<file path="config.mk">
export PLATFORM = sky130hd
export DESIGN_NAME = redmule_exp_sched
export DESIGN_NICKNAME = d
export VERILOG_FILES = /design/src/rtl/redmule_exp_sched.sv
export SDC_FILE = /design/constraint.sdc
export NUM_CORES = 1
export LEC_CHECK = 0
export ABC_AREA = 0
export CAP_MARGIN = 20
export CORE_MARGIN = 3
export CORE_UTILIZATION = 45
export DETAILED_ROUTE_END_ITERATION = 16
export PLACE_DENSITY_LB_ADDON = 0.1
export SLEW_MARGIN = 40
export SYNTH_ARGS = -nofsm -noshare
export SYNTH_HDL_FRONTEND = slang
export SYNTH_SLANG_ARGS = --single-unit
</file>
<file path="constraint.sdc">
create_clock -name clk_i -period 3.45 [get_ports clk_i]
set_clock_uncertainty 0.1 [all_clocks]
set_input_delay 0.345 -clock clk_i [delete_from_list [all_inputs] [get_ports clk_i]]
set_output_delay 0.345 -clock clk_i [all_outputs]
set_load 0.05 [all_outputs]
</file>
<file path="src/rtl/redmule_exp_sched.sv">
// redmule_exp_sched: pairs X shared exponents with W exponent vectors for the
// datapath, popping one W vector every cfg_w_period X exponents.
`default_nettype none

module redmule_exp_sched #(
  parameter int XEXP_WIDTH = 8,
  parameter int WEXP_WIDTH = 32,
  parameter int CNT_WIDTH  = 16
) (
  input  logic                  clk_i,
  input  logic                  rst_ni,
  input  logic                  clear_i,
  input  logic                  start_i,
  input  logic [CNT_WIDTH-1:0]  cfg_x_total_i,
  input  logic [CNT_WIDTH-1:0]  cfg_w_period_i,
  input  logic                  x_valid_i,
  input  logic [XEXP_WIDTH-1:0] x_exp_i,
  output logic                  x_consume_o,
  input  logic                  w_valid_i,
  input  logic [WEXP_WIDTH-1:0] w_exp_i,
  output logic                  w_consume_o,
  output logic                  scale_valid_o,
  input  logic                  scale_ready_i,
  output logic [XEXP_WIDTH-1:0] scale_x_o,
  output logic [WEXP_WIDTH-1:0] scale_w_o,
  output logic                  busy_o,
  output logic                  done_o,
  output logic [CNT_WIDTH-1:0]  stall_cnt_o
);

  localparam logic [1:0] IDLE = 2'd0;
  localparam logic [1:0] RUN  = 2'd1;
  localparam logic [1:0] DONE = 2'd2;

  localparam logic [CNT_WIDTH-1:0] CNT_ONE = CNT_WIDTH'(1);
  localparam logic [CNT_WIDTH-1:0] CNT_MAX = '1;

  logic [1:0]           state;
  logic [1:0]           state_next;
  logic [CNT_WIDTH-1:0] x_total;
  logic [CNT_WIDTH-1:0] w_period;
  logic [CNT_WIDTH-1:0] x_cnt;
  logic [CNT_WIDTH-1:0] w_cnt;
  logic                 in_run;
  logic                 handshake;
  logic                 last_x;
  logic                 w_wrap;
  logic                 start_ok;
  logic                 stall;

  always_ff @(posedge clk_i or negedge rst_ni) begin
    if (!rst_ni) begin
      state <= IDLE;
    end else begin
      state <= state_next;
    end
  end

  always_comb begin
    state_next = state;
    case (state)
      IDLE: begin
        if (start_i) begin
          state_next = (cfg_x_total_i == '0) ? DONE : RUN;
        end
      end
      RUN: begin
        if (handshake && last_x) begin
          state_next = DONE;
        end
      end
      DONE:    state_next = IDLE;
      default: state_next = IDLE;
    endcase
    if (clear_i) begin
      state_next = IDLE;
    end
  end

  always_comb begin
    in_run        = (state == RUN);
    scale_valid_o = in_run & x_valid_i & w_valid_i;
    handshake     = scale_valid_o & scale_ready_i;
    last_x        = (x_cnt == x_total - CNT_ONE);
    w_wrap        = (w_cnt == w_period - CNT_ONE);
    x_consume_o   = handshake;
    // The final X of a job also pops W so a partially used vector never lingers.
    w_consume_o   = handshake & (w_wrap | last_x);
    busy_o        = (state != IDLE);
    done_o        = (state == DONE);
    scale_x_o     = x_exp_i;
    scale_w_o     = w_exp_i;
    start_ok      = (state == IDLE) & start_i & ~clear_i;
    stall         = in_run & scale_ready_i & ~scale_valid_o;
  end

  always_ff @(posedge clk_i or negedge rst_ni) begin
    if (!rst_ni) begin
      x_total     <= '0;
      w_period    <= '0;
      x_cnt       <= '0;
      w_cnt       <= '0;
      stall_cnt_o <= '0;
    end else if (clear_i) begin
      x_cnt       <= '0;
      w_cnt       <= '0;
      stall_cnt_o <= '0;
    end else if (start_ok) begin
      x_total     <= cfg_x_total_i;
      w_period    <= (cfg_w_period_i == '0) ? CNT_ONE : cfg_w_period_i;
      x_cnt       <= '0;
      w_cnt       <= '0;
      stall_cnt_o <= '0;
    end else begin
      if (handshake) begin
        x_cnt <= x_cnt + CNT_ONE;
        w_cnt <= w_consume_o ? '0 : (w_cnt + CNT_ONE);
      end
      if (stall && (stall_cnt_o != CNT_MAX)) begin
        stall_cnt_o <= stall_cnt_o + CNT_ONE;
      end
    end
  end

endmodule

`default_nettype wire

</file>
After elaboration in Yosys (flattened, before gate mapping)

Index checks and enable logic that the tools add are counted.

Input bits: 79
Flip-flop bits (word level): 82
Logic and storage cells: 55
Output and inout port bits: 61

Bitwise logic cells: 11
Equal/unequal tests: 7
Muxes and demuxes: 16
Add/subtract/negate cells: 5
Reduce and logical (&&, ||, !) cells: 10

Operators by type and width:

| operator                | number |
|---|---|
| $mux W16                | 11 |
| $add A16 B1 Y16 const B | 3 |
| $eq A16 B16 Y1          | 2 |
| $logic_not A16 Y1       | 2 |
| $sub A16 B1 Y16 const B | 2 |
| $ne A16 B16 Y1 const B  | 1 |
| $and A1 B1 Y1           | 8 |
| $mux W2                 | 4 |
| $reduce_bool A3 Y1      | 2 |
| $pmux W2 S2             | 1 |
| $reduce_and A2 Y1       | 2 |
| $ne A3 B2 Y1 const B    | 1 |
| $ne A3 B3 Y1 const B    | 1 |
| $eq A2 B1 Y1 const B    | 1 |
| $eq A2 B2 Y1 const B    | 1 |
| $logic_and A1 B1 Y1     | 2 |
| $logic_not A2 Y1        | 1 |
| $not A1 Y1              | 2 |
| $reduce_bool A2 Y1      | 1 |
| $or A1 B1 Y1            | 1 |

Logic depth before layout (Yosys ltp)

Word-level depth: 9
Depth in mapped cells: 12
Gate-level depth less buffers: 10

Worst setup path before layout

Ideal clock, no wire load.

Kind: reg2out
From: register x_total[2]
To: output port w_consume_o
Data required time: 3,005 ps
Path slack: 105 ps
Stages on the path, launching flop included: 10
Buffers on the path: 2
Arrival: 2,900 ps
Cells stage by stage: dfrtp_1 buf_6 or4_4 buf_6 or2_4 or4_2 o211ai_1 nand4b_1 nor4bb_1 a31o_2

Cells in the longest elaborated chain, start to end: 4

RTL lines:

| what                   | line | text |
|---|---|---|
| start, declared        | 40   | `logic [CNT_WIDTH-1:0] x_total;` |
| start signal, assigned | 109  | `x_total <= cfg_x_total_i;` |
| $sub A16 B1 Y16        | 84   | `last_x = (x_cnt == x_total - CNT_ONE);` |
| $eq A16 B16 Y1         | 84   |  |
| $or A1 B1 Y1           | 88   | `w_consume_o = handshake & (w_wrap \| last_x);` |
| $and A1 B1 Y1          | 88   |  |
| end, declared          | 21   | `output logic w_consume_o,` |

Every way passes these cells.

Final worst setup path

From: register x_total[4]
To: output port w_consume_o

The elaborated chain is that of the path after synthesis.

==> results.cfg <==
[detailed_routing]
vias = 4546
wl_per_cell_um = 17.9
drtPass1Iterations = 5
drt_iter0_markers = 246
via_per_inst = 5.73
ant_nets = 0
routed_wirelength_um = 14200
drc = 0

[place]
portBuffers = 59
hpwlAfterDp_um = 10400
place_inst = 760
placed_area_sq_um = 6040
place_congestion = 0.849

[outcome]
violations = negative setup slack
run_status = finished with violations

[grt]
antenna_found_initial = 0
grt_first_pass_wirelength_um = 22700
grt_max_degree = 39
overflow = 0
grt_usage = 0.218
grt_pass1_vias = 4407

[critical_path]
cp-startpoint = x_total[4]
startpoint_type = flip-flop
r2r-start = x_total[4]
cp.required_ns = 3.00
arrival_ns = 3.15
end_kind = primary output
cp_max_fo = 3
crit_type = flip-flop to primary output

[final_layout]
diodes = 0
nFillCells = 1047
instances_no_fill = 793
area_growth_pct = 21.7
drive_gt1_frac = 0.197
ff_latch_area_sq_um = 2050
multi_input_area_sq_um = 2900
final_nets = 731
fin_area_sq_um = 6540

[clocking]
path_clk_slew_ns = 0.06
cts_buffers = 9
insertion_delay_ns = 0.34
clockRootBuffer = clkbuf_16
clockBufferDepth = 2
cts_sinks = 82
cts_max_level = 3
cts_tree = yes

[timing]
min_period_over_period = 1.04
max_freq_mhz = 278
hold_violations = 0
tightest_slew_ns = 0.633
setup_viol = 3
holdWs_ns = 0.377
slew_headroom = 0.576
setup_tns_ns = -0.240
slew_violations = 0
finalCriticalPeriod_ns = 3.59
rsz0062_at_grt = true
layout_setup_ws_ns = -0.144

[run]
max_cap_viol_count = 0

[power]
switchingPower_w = 0.000771
combPwrFrac = 0.243
max-vdd-ir-drop_mv = 0.188
p_clk_frac = 0.353
seqPwrFrac = 0.403
power_leakage_nw = 2.75
p_per_area_nw_per_um2 = 416
p_int_w = 0.00195
p_total_w = 0.00272
sw_frac_of_total = 0.283

[yosys]
syn_inst = 586
syn_area_per_cell_sq_um = 9.16
synth_top_flop_cell = dfrtp_1
yosysWarnings = 0
syn_nets = 670
synth_area_sq_um = 5370
synth.top_cell.area_share = 0.382
synth_edf_count = 0
ys_types = 65
synth_area_leaders = dfrtp_1, xor2_1, mux2_2
synth-async-reset-ratio = 1.00
ys_seq_elements = 82
yosysTopAreaCell = dfrtp_1
synth_seq_area_share = 0.382

[die]
initial_utilization = 0.464
die_h_um = 115
die_x_um = 115
row_count = 39
ios = 140
die_area_sq_um = 13300
core_region_area_sq_um = 11600

[hold_path]
worstHoldPathType = input port to async pin
==> cells in the final DEF, fill, tap and decap left out, types with 3 or more instances in the layout <==
cell	n
a21o_1	5
a21oi_1	18
a221o_1	7
a22o_1	4
and2_1	3
and3_1	15
buf_4	55
buf_6	6
clkbuf_16	9
clkdlybuf4s50_1	57
dfrtp_1	82
ha_1	5
inv_1	8
mux2_2	27
nand2_1	40
nand2b_1	5
nand3_1	27
nand3b_1	6
nand4_1	10
nor2_1	57
nor2b_1	6
nor3_1	21
nor4_1	14
nor4b_1	3
o21ai_0	16
o31ai_1	7
or2_2	5
or3_1	11
or4_4	6
xnor2_1	30
xor2_1	35
==> repair_timing <==
action                                  in CTS  in global routing
buffers inserted                            11                  7
hold buffers                                 1                  0
endpoints found under the setup margin       8                 12
pin swaps                                    8                  6
endpoints found under the hold margin       27                  0
resized for setup                            7                  9
==> path summary, 6_finish.rpt <==
path,to,slack [ns],cells past startpoint
max in group asynchronous,w_cnt[5],2.12,3
hold / removal,x_total[8],0.38,2
min in group clk_i,w_period[15],0.43,1
setup reg to reg,w_cnt[5],-0.05,11
hold reg to reg,w_period[15],0.43,1
setup / recovery,w_consume_o,-0.14,8
==> layer usage <==
layer / vias up / GRT usage / share of wire
met3: 35 / 0.0426 / 0.061
met4: 0 / 0.0970 / 0.027
li1: 2167 / - / -
met2: 144 / 0.335 / 0.46
met1: 2200 / 0.298 / 0.45
met5: - / 0 / 0
==> worst max-delay path, cell delays in order, from the launching register on <==
cell      delay [ns]
dfrtp_1         0.39
or4_4           0.57
or2_4           0.26
or4_4           0.50
o211ai_1        0.15
nand4b_1        0.21
nor4bb_4        0.38
a31o_2          0.20
buf_12          0.14
==> sequential cells by signal, indices dropped and copies added (netlist names) <==
signal       cells
stall_cnt_o     16
w_cnt           16
w_period        16
x_cnt           16
x_total         16
state            2
==> through the flow <==
step                       util  setup WS (ns)
after floorplan               -          0.105
after global placement    0.521         -0.358
after detailed placement  0.522         -0.248
after CTS                 0.558         -0.122
after global routing      0.565         -0.248
final                     0.565         -0.144
==> kinds of logic after synthesis <==
family                   Yosys count  synth area share
buffers and inverters             79            0.0895
multiplexers                      29            0.0603
flip-flops                        82             0.382
AO/OA/AOI/OAI                     81             0.109
AND/OR/NAND/NOR                  245             0.241
adder cells (fa/ha/maj)            5            0.0116
XOR/XNOR                          65             0.106
==> cell type report <==
class                           count  area share
Clock inverter                      3     0.00613
Inverter                            9     0.00517
Timing Repair Buffer              120       0.165
Multi-Input combinational cell    425       0.443
Sequential cell                    82       0.314
Tap cell                          143      0.0274
Clock buffer                       11      0.0387
==> power groups by stage <==
| stage | combinational [W] | sequential [W] | clock (W) |
|---|---|---|---|
| floorplan | 0.000475 | 0.00112 | 0 |
| global placement | 0.000610 | 0.00111 | 0 |
| detailed placement | 0.000623 | 0.00111 | 0 |
| CTS | 0.000653 | 0.00110 | 0.000987 |
| global route | 0.000725 | 0.00111 | 0.00103 |
| finish | 0.000662 | 0.00110 | 0.000961 |
==> synth_stat cells (11+ instances only) <==
cell type	count
nor2_1	57
nand2_1	40
o21ai_0	16
xor2_1	35
a21oi_1	18
nor3_1	22
and3_1	15
buf_4	40
xnor2_1	30
or3_1	11
mux2_2	27
clkbuf_1	24
nand3_1	27
dfrtp_1	82
nor4_1	15
Note: power is estimated with default switching activity, not from simulation.
